==> config.mk <==
export PLATFORM = sky130hd
export DESIGN_NAME = bout_judge
export DESIGN_NICKNAME = d
export VERILOG_FILES = /design/src/rtl/bout_judge.sv
export SDC_FILE = /design/constraint.sdc
export NUM_CORES = 1
export LEC_CHECK = 0
export CAP_MARGIN = 5
export CORE_AREA = 2 2 57 59
export CTS_CLUSTER_DIAMETER = 30
export CTS_CLUSTER_SIZE = 28
export DETAILED_ROUTE_END_ITERATION = 7
export DIE_AREA = 0 0 59 61
export PLACE_DENSITY = 0.87
export SYNTH_ARGS = -nofsm -noshare
export SYNTH_HDL_FRONTEND = slang
export SYNTH_SLANG_ARGS = --single-unit
==> constraint.sdc <==
create_clock -name clk -period 3.3 [get_ports clk]
set_input_delay 0.66 -clock clk [delete_from_list [all_inputs] [get_ports clk]]
set_output_delay 0.66 -clock clk [all_outputs]
set_load 0.005 [all_outputs]
==> src/rtl/bout_judge.sv <==
// rtl/bout_judge.sv - referee for a two-player bout: punch detection, block/counter rules,
// health, round timer and result.
module bout_judge #(
    parameter int HP_INIT     = 5,
    parameter int HP_W        = 3,
    parameter int DMG         = 1,
    parameter int CNT_DMG     = 2,
    parameter int ROUND_TICKS = 60,
    parameter int T_W         = 6
) (
    input  logic            clk,
    input  logic            rst,
    input  logic            tick,
    input  logic            start,
    input  logic [1:0]      p1_state,
    input  logic [1:0]      p2_state,
    output logic [HP_W-1:0] p1_hp,
    output logic [HP_W-1:0] p2_hp,
    output logic            p1_hit,
    output logic            p2_hit,
    output logic            p1_blk,
    output logic            p2_blk,
    output logic [T_W-1:0]  time_left,
    output logic [1:0]      phase,
    output logic [1:0]      winner
);

    typedef enum logic [1:0] {
        IDLE  = 2'b00,
        FIGHT = 2'b01,
        DONE  = 2'b10
    } phase_t;

    localparam logic [1:0] ST_DEF   = 2'b01;
    localparam logic [1:0] ST_ATK   = 2'b10;
    localparam logic [1:0] ST_PUNCH = 2'b11;

    localparam logic [HP_W-1:0] HP_RELOAD  = HP_W'(HP_INIT);
    localparam logic [HP_W-1:0] DMG_N      = HP_W'(DMG);
    localparam logic [HP_W-1:0] DMG_C      = HP_W'(CNT_DMG);
    localparam logic [T_W-1:0]  TIME_RELOAD = T_W'(ROUND_TICKS);

    phase_t          state_q, state_d;
    logic [1:0]      prev1_q, prev2_q;
    logic [HP_W-1:0] p1_hp_q, p1_hp_d, p2_hp_q, p2_hp_d;
    logic [T_W-1:0]  time_q, time_d;
    logic [1:0]      winner_q, winner_d;
    logic            p1_hit_q, p1_hit_d, p2_hit_q, p2_hit_d;
    logic            p1_blk_q, p1_blk_d, p2_blk_q, p2_blk_d;
    logic            ev1, ev2, timeout;

    function automatic logic [HP_W-1:0] sat_sub(input logic [HP_W-1:0] hp,
                                                input logic [HP_W-1:0] d);
        return (hp <= d) ? '0 : hp - d;
    endfunction

    // Rising edge into the punching state; gated by phase in the FSM below.
    assign ev1 = (p1_state == ST_PUNCH) && (prev1_q != ST_PUNCH);
    assign ev2 = (p2_state == ST_PUNCH) && (prev2_q != ST_PUNCH);

    always_comb begin
        state_d  = state_q;
        p1_hp_d  = p1_hp_q;
        p2_hp_d  = p2_hp_q;
        time_d   = time_q;
        winner_d = winner_q;
        p1_hit_d = 1'b0;
        p2_hit_d = 1'b0;
        p1_blk_d = 1'b0;
        p2_blk_d = 1'b0;
        timeout  = 1'b0;
        case (state_q)
            FIGHT: begin
                if (ev1) begin
                    if (p2_state == ST_DEF) begin
                        p2_blk_d = 1'b1;
                    end else begin
                        p2_hit_d = 1'b1;
                        p2_hp_d  = sat_sub(p2_hp_q, (p2_state == ST_ATK) ? DMG_C : DMG_N);
                    end
                end
                if (ev2) begin
                    if (p1_state == ST_DEF) begin
                        p1_blk_d = 1'b1;
                    end else begin
                        p1_hit_d = 1'b1;
                        p1_hp_d  = sat_sub(p1_hp_q, (p1_state == ST_ATK) ? DMG_C : DMG_N);
                    end
                end
                if (tick && time_q != '0) begin
                    time_d  = time_q - 1'b1;
                    timeout = (time_q == T_W'(1));
                end
                // KO outranks timeout when both land in the same cycle.
                if (p1_hp_d == '0 && p2_hp_d == '0) begin
                    state_d  = DONE;
                    winner_d = 2'b11;
                end else if (p2_hp_d == '0) begin
                    state_d  = DONE;
                    winner_d = 2'b01;
                end else if (p1_hp_d == '0) begin
                    state_d  = DONE;
                    winner_d = 2'b10;
                end else if (timeout) begin
                    state_d  = DONE;
                    if (p1_hp_d > p2_hp_d)      winner_d = 2'b01;
                    else if (p2_hp_d > p1_hp_d) winner_d = 2'b10;
                    else                        winner_d = 2'b11;
                end
            end
            default: begin
                if (start) begin
                    state_d  = FIGHT;
                    p1_hp_d  = HP_RELOAD;
                    p2_hp_d  = HP_RELOAD;
                    time_d   = TIME_RELOAD;
                    winner_d = 2'b00;
                end
            end
        endcase
    end

    always_ff @(posedge clk) begin
        if (rst) begin
            state_q  <= IDLE;
            prev1_q  <= 2'b00;
            prev2_q  <= 2'b00;
            p1_hp_q  <= HP_RELOAD;
            p2_hp_q  <= HP_RELOAD;
            time_q   <= TIME_RELOAD;
            winner_q <= 2'b00;
            p1_hit_q <= 1'b0;
            p2_hit_q <= 1'b0;
            p1_blk_q <= 1'b0;
            p2_blk_q <= 1'b0;
        end else begin
            state_q  <= state_d;
            prev1_q  <= p1_state;
            prev2_q  <= p2_state;
            p1_hp_q  <= p1_hp_d;
            p2_hp_q  <= p2_hp_d;
            time_q   <= time_d;
            winner_q <= winner_d;
            p1_hit_q <= p1_hit_d;
            p2_hit_q <= p2_hit_d;
            p1_blk_q <= p1_blk_d;
            p2_blk_q <= p2_blk_d;
        end
    end

    assign p1_hp     = p1_hp_q;
    assign p2_hp     = p2_hp_q;
    assign p1_hit    = p1_hit_q;
    assign p2_hit    = p2_hit_q;
    assign p1_blk    = p1_blk_q;
    assign p2_blk    = p2_blk_q;
    assign time_left = time_q;
    assign phase     = state_q;
    assign winner    = winner_q;

endmodule

==> results of run 1 <==
## layout by cell type, fill, tap and decap left out, types with 2 or more instances in the layout
| master | instances |
|---|---|
| ha_1 | 10 |
| inv_1 | 12 |
| nand2b_1 | 6 |
| dfxtp_1 | 24 |
| clkbuf_4 | 3 |
| a211o_1 | 2 |
| buf_4 | 15 |
| nor3b_1 | 3 |
| a21oi_1 | 8 |
| nand3b_1 | 3 |
| or2_2 | 3 |
| nor3_1 | 9 |
| a211oi_1 | 2 |
| or3_1 | 2 |
| o31ai_1 | 2 |
| clkdlybuf4s50_1 | 27 |
| o21ai_0 | 3 |
| o311a_1 | 2 |
| nand3_1 | 3 |
| nor4_1 | 3 |
| o21bai_1 | 2 |
| fa_1 | 2 |
| mux2i_1 | 2 |
| xnor2_1 | 6 |
| o2111ai_1 | 2 |
| nor2_1 | 12 |
| nor2b_1 | 9 |
| a21boi_2 | 2 |
| nand2_1 | 10 |
| o211ai_2 | 2 |
## state kept, by name, summed over array words and instances, names as in the netlist
signal / count
winner: 2
prev2_q: 2
prev1_q: 2
p2_hit: 1
phase: 2
p1_hit: 1
p2_blk: 1
p2_hp: 3
p1_blk: 1
p1_hp: 3
time_left: 6
## synth_stat cells, drive strengths merged (4+ instances only)
library cell	count
nor2b	9
nor3	9
xnor2	6
nor2	12
dfxtp	24
nand2b	6
a21oi	9
nand2	10
clkbuf	5
inv	12
nand3	4
ha	10
## final cells by class
| cell class | instances | share of cell area |
|---|---|---|
| Multi-Input combinational cell | 130 | 0.495 |
| Sequential cell | 24 | 0.250 |
| Timing Repair Buffer | 42 | 0.199 |
| Inverter | 12 | 0.0234 |
| Tap cell | 33 | 0.0214 |
| Clock buffer | 3 | 0.0117 |
## cell families after synthesis
family	after synthesis
xor+xnor	7
mux	2
compound gates	39
simple gates	70
flops	24
fa+ha+maj	12
buf+inv	19
## worst max-delay path: cells and delay by family
kind,cells,cell delay [ps]
AND/OR/NAND/NOR,3,790
buffers and inverters,2,530
adder cells (fa/ha/maj),2,700
AO/OA/AOI/OAI,4,720
## path summary, 6_finish.rpt
| check | slack [ps] | cells past startpoint | to |
|---|---|---|---|
| worst min-delay path | 560 | 2 | phase[0]$_SDFFE_PP0P_ |
| worst max-delay path | 170 | 11 | winner[1]$_SDFFE_PP0P_ |
| worst min register to register | 560 | 2 | phase[0]$_SDFFE_PP0P_ |
| worst max register to register | 670 | 9 | winner[1]$_SDFFE_PP0P_ |
## per-stage QoR
| step | util | total power [W] | cells | setup WS (ps) |
|---|---|---|---|---|
| 2_1_floorplan | - | 0.000419 | 173 | 325 |
| 3_3_place_gp | 0.643 | 0.000479 | 241 | -145 |
| 5_1_grt | 0.652 | 0.000648 | 244 | 29.7 |
| 3_5_place_dp | 0.643 | 0.000483 | 241 | -213 |
| 4_1_cts | 0.651 | 0.000608 | 244 | 105 |
| 6_report | 0.652 | 0.000609 | 244 | 169 |
## metal layers
layer | global-route usage | vias up | part of all wire
li1 | - | 695 | -
met1 | 0.277 | 652 | 0.45
met2 | 0.362 | 29 | 0.49
met3 | 0.0362 | 9 | 0.044
met4 | 0.101 | 0 | 0.021
met5 | 0 | - | 0
## power breakdown
group	internal, W	switching [W]
logic	0.0000844	0.0000790
clock network	0.0000428	0.0000862
registers	0.000304	0.0000132
total	0.000431	0.000178
## timing repair
action,in CTS,in global routing
endpoints found under the hold margin,0,0
setup endpoints to repair,0,4
hold buffers,0,0
resized for setup,0,1
==> metrics.yaml, run 1 <==
final_area_sq_um: 1930
critPathSlowestCell: "or4b_4"
vdd_ir_drop_max_mv: 0.175
drive_gt1_frac: 0.147
maxCapViolations: 0
clock.fmax_ghz: 0.319
yosysTopAreaCellShare: 0.318
grt_setup_unrepaired: "false"
ios: 28
crit_path_start: "p2_state[0]"
synth_edf_count: 0
hpwl_um: 2630
wire_per_inst_um: 13.7
ys_warn_count: 0
rr_startpoint: "p1_hp[0]$_SDFFE_PP1P_"
gr-usage-all-layers: 0.218
cp.required_ps: 3550
synth_flop_cell: "dfxtp_1"
num_vias: 1385
finalClockSkew_ps: 0.771
antenna_cells: 0
p_leak_nw: 0.766
cts_root_buffer: "clkbuf_4"
die_h_um: 61
synth_seq_cells: 24
status: "completed"
cpPeakStageDelay_ps: 530
cts_buffer_depth: 2
critical_path_class: "in -> reg"
synth_compound_area_frac: 0.209
power_density_nw_per_um2: 316
start_util: 0.512
multi_input_area_sq_um: 953
drc: 0
slew_headroom: 0.567
drt-vias-per-instance: 5.68
fin_setup_tns_ps: 0
crit_arrival_ps: 3380
start_kind: "input pin"
syn_nets: 193
drv_slew: 0
nNetsFinal: 233
syn_area_per_cell_sq_um: 8.74
grt_first_pass_wirelength_um: 6040
fillCellCount: 257
antenna_found_initial: 0
placement_rows: 20
postCtsSetupRepairBufs: 0
period_minus_slack_ps: 3130
synth_seq_area_share: 0.318
synth_top_family_by_area: "simple AND/OR/NAND/NOR gates"
min_path_type: "reg -> reg"
async_flop_share: 0
ant_nets: 0
syn_area_sq_um: 1510
drtIter0Drc: 55
core_area_sq_um: 2950
dr.pass1.iters: 4
areaGrowthSynthToFinish_pct: 27.4
cts_buffers: 3
hold_ws_ps: 558
clk_latency_ps: 310
worstMarginPinSlew_ps: 648
cp-end-kind: "flop"
cp_max_fo: 6
syn_inst: 173
muxShareOfSynthArea: 0.0132
place.port_buffers: 27
cts_tree: "yes"
wl_um: 3350
grt_pass1_vias: 1439
cp_cell_sequence: "clkdlybuf4s50_1 -> nand2b_1 -> ha_1 -> inv_1 -> fa_1 -> nand3b_1 -> o2111a_1 -> a2bb2oi_2 -> or4b_4 -> a211o_1 -> o211ai_2"
synth_cell_type_count: 51
path_clk_slew_ps: 120
place.gp.congestion: 0.863
cts.sinks: 24
h-tree-depth: 1
grt_max_degree: 19
place_area_sq_um: 1900
synth-xor-area-share: 0.0406
synth-simple-area-share: 0.257
die_area_sq_um: 3600
register_area_sq_um: 480
finalHoldViolCount: 0
synth_fa_ha_area_frac: 0.109
min_period_over_period: 0.949
overflow: 0
setup_viol: 0
synth.area.top_cells: "dfxtp_1, ha_1, nor2b_1"
die_width_um: 59
min_from: "phase[0]$_SDFFE_PP0P_"
synth_top_area_cell: "dfxtp_1"
No activity file was read; power rests on OpenSTA's default activity.
==> inputs of run 2 (changes only) <==
CORE_AREA = 2 2 56 58   (was 2 2 57 59)
CTS_BUF_LIST = sky130_fd_sc_hd__clkbuf_8   (was unset)
DIE_AREA = 0 0 58 60   (was 0 0 59 61)
PLACE_DENSITY = 0.9   (was 0.87)
==> run 2 against run 1 <==
  * Critical path depth unchanged
  * Sequential power about the same
  * Total power grew 12%
  * Largest cell class unchanged
==> metrics.yaml, run 2 (synthesis gave the netlist of run 1 again) <==
wl_um: 3670  # +9.6%
gr-usage-all-layers: 0.233  # +0.0152
met2_usage: 0.398  # +0.0358
fin_setup_tns_ps: 0  # unchanged
nNetsFinal: 231  # -0.86%
crit_arrival_ps: 3400  # +20 ps
postCtsHoldBufs: 0  # unchanged
status: "completed"
period_minus_slack_ps: 3200  # +68.3 ps
cts_root_buffer: "clkbuf_8"
p_leak_nw: 0.777  # +1.4%
die_h_um: 60  # -1.6%
min_from: "time_left[4]$_SDFFE_PP1P_"
grt_pass1_vias: 1392  # -3.3%
ant_nets: 0  # unchanged
grt_first_pass_wirelength_um: 6310  # +4.5%
power_w: 0.000681  # +12%
hpwl_um: 2640  # about the same
place_inst: 239  # -0.83%
cts_buffers: 3  # unchanged
die_area_sq_um: 3480  # -3.3%
place.port_buffers: 27  # unchanged
drv_slew: 0  # unchanged
largest_reg_flops: 6  # unchanged
core_area_sq_um: 2900  # -1.7%
clock.fmax_ghz: 0.313  # -2.1%
cts_tree: "yes"
worstMarginPinSlew_ps: 581  # -66.5 ps
path_clk_slew_ps: 80  # -40 ps
die_width_um: 58  # -1.7%
stdcell_count: 243  # -0.41%
mostFrequentLayoutCell: "clkdlybuf4s50_1"
clk_latency_ps: 270  # -40 ps
antenna_found_initial: 0  # unchanged
num_vias: 1407  # +1.6%
finalClockSkew_ps: 7.39  # +6.62 ps
slew_headroom: 0.607  # +0.0406
gr-usage-met1: 0.300  # +0.0223
power_density_nw_per_um2: 349  # +10%
dr.pass1.iters: 4  # unchanged
hold_ws_ps: 532  # -25.9 ps
ios: 28  # unchanged
min_path_type: "reg -> reg"
wire_per_inst_um: 15.1  # +10%
h-tree-depth: 1  # unchanged
grt_util_met3: 0.0281  # -0.00811
grt_max_degree: 14  # -5
start_kind: "input pin"
final_cell_mix: "clkdlybuf4s50_1, dfxtp_1, buf_4"
cp.required_ps: 3500  # -50 ps
busiest_layer: "met2"
maxCapViolations: 0  # unchanged
cts.sinks: 24  # unchanged
cp-end-kind: "flop"
drt-vias-per-instance: 5.79  # +2.0%
crit_path_start: "p2_state[0]"
place.gp.congestion: 0.877  # +1.7%
finish.utilization: 0.672  # +0.0199
fillCellCount: 229  # -11%
drc: 0  # unchanged
cts_buffer_depth: 2  # unchanged
setup_viol: 0  # unchanged
cts_resized: 0  # unchanged
postCtsSetupRepairBufs: 0  # unchanged
rr_startpoint: "p1_hp[0]$_SDFFE_PP1P_"
min_period_over_period: 0.969  # +0.0207
placement_rows: 20  # unchanged
drive_gt1_frac: 0.148  # +0.000700
overflow: 0  # unchanged
drtIter0Drc: 73  # +33%
vdd_ir_drop_max_mv: 0.248  # +42%
critical_path_class: "in -> reg"
antenna_cells: 0  # unchanged
start_util: 0.521  # +0.00883
finalHoldViolCount: 0  # unchanged
cp_max_fo: 6  # unchanged
areaGrowthSynthToFinish_pct: 29.1
==> run 2: cell count changes in the layout (fill, tap and decap cells not counted) <==
cell and delta:
nand2b_1 -1, clkbuf_4 -3, nand2b_4 +1, clkbuf_8 +4, buf_4 -2
==> run 2: layout make-up <==
cell class	count	area, sq um	area share
Multi-Input combinational cell	130	961	0.493
Sequential cell	24	480	0.246
Timing Repair Buffer	40	368	0.189
Clock buffer	4	55.1	0.0282
Inverter	12	45.0	0.0231
Tap cell	33	41.3	0.0212
==> run 2: path summary, 6_finish.rpt <==
kind | depth (start not counted) | slack (ps) | to
worst max-delay path | 11 | 100 | winner[0]$_SDFFE_PP0P_
worst min-delay path | 2 | 530 | time_left[4]$_SDFFE_PP1P_
worst max register to register | 9 | 660 | winner[0]$_SDFFE_PP0P_
worst min register to register | 2 | 530 | time_left[4]$_SDFFE_PP1P_
==> run 2: where the power goes <==
part | leakage, nW | internal (W) | total, W | switching (W)
Clock | 0.0288 | 0.000106 | 0.000197 | 0.0000905
Sequential | 0.196 | 0.000303 | 0.000316 | 0.0000132
Combinational | 0.552 | 0.0000850 | 0.000168 | 0.0000828
==> run 2: critical path, stage by stage <==
cell             delay [ps]
clkdlybuf4s50_1         480
nand2b_4                130
ha_1                    160
inv_1                    60
fa_1                    530
nand3b_1                120
o2111a_1                190
a2bb2oi_2               190
or4b_4                  530
a211o_1                 290
o211ai_2                 60
==> run 2: metal layers <==
layer,routed length [um],vias to the layer above
li1,-,688
met3,162,13
met5,0,-
met4,98,0
met2,1800,46
met1,1610,660
==> run 2: through the flow <==
step / worst slack, ps / area, sq um
final: 101 / 1950
after global routing: -22.0 / 1950
after CTS: 60.1 / 1940
after detailed placement: -211 / 1880
after global placement: -164 / 1880
after floorplan: 325 / 1510
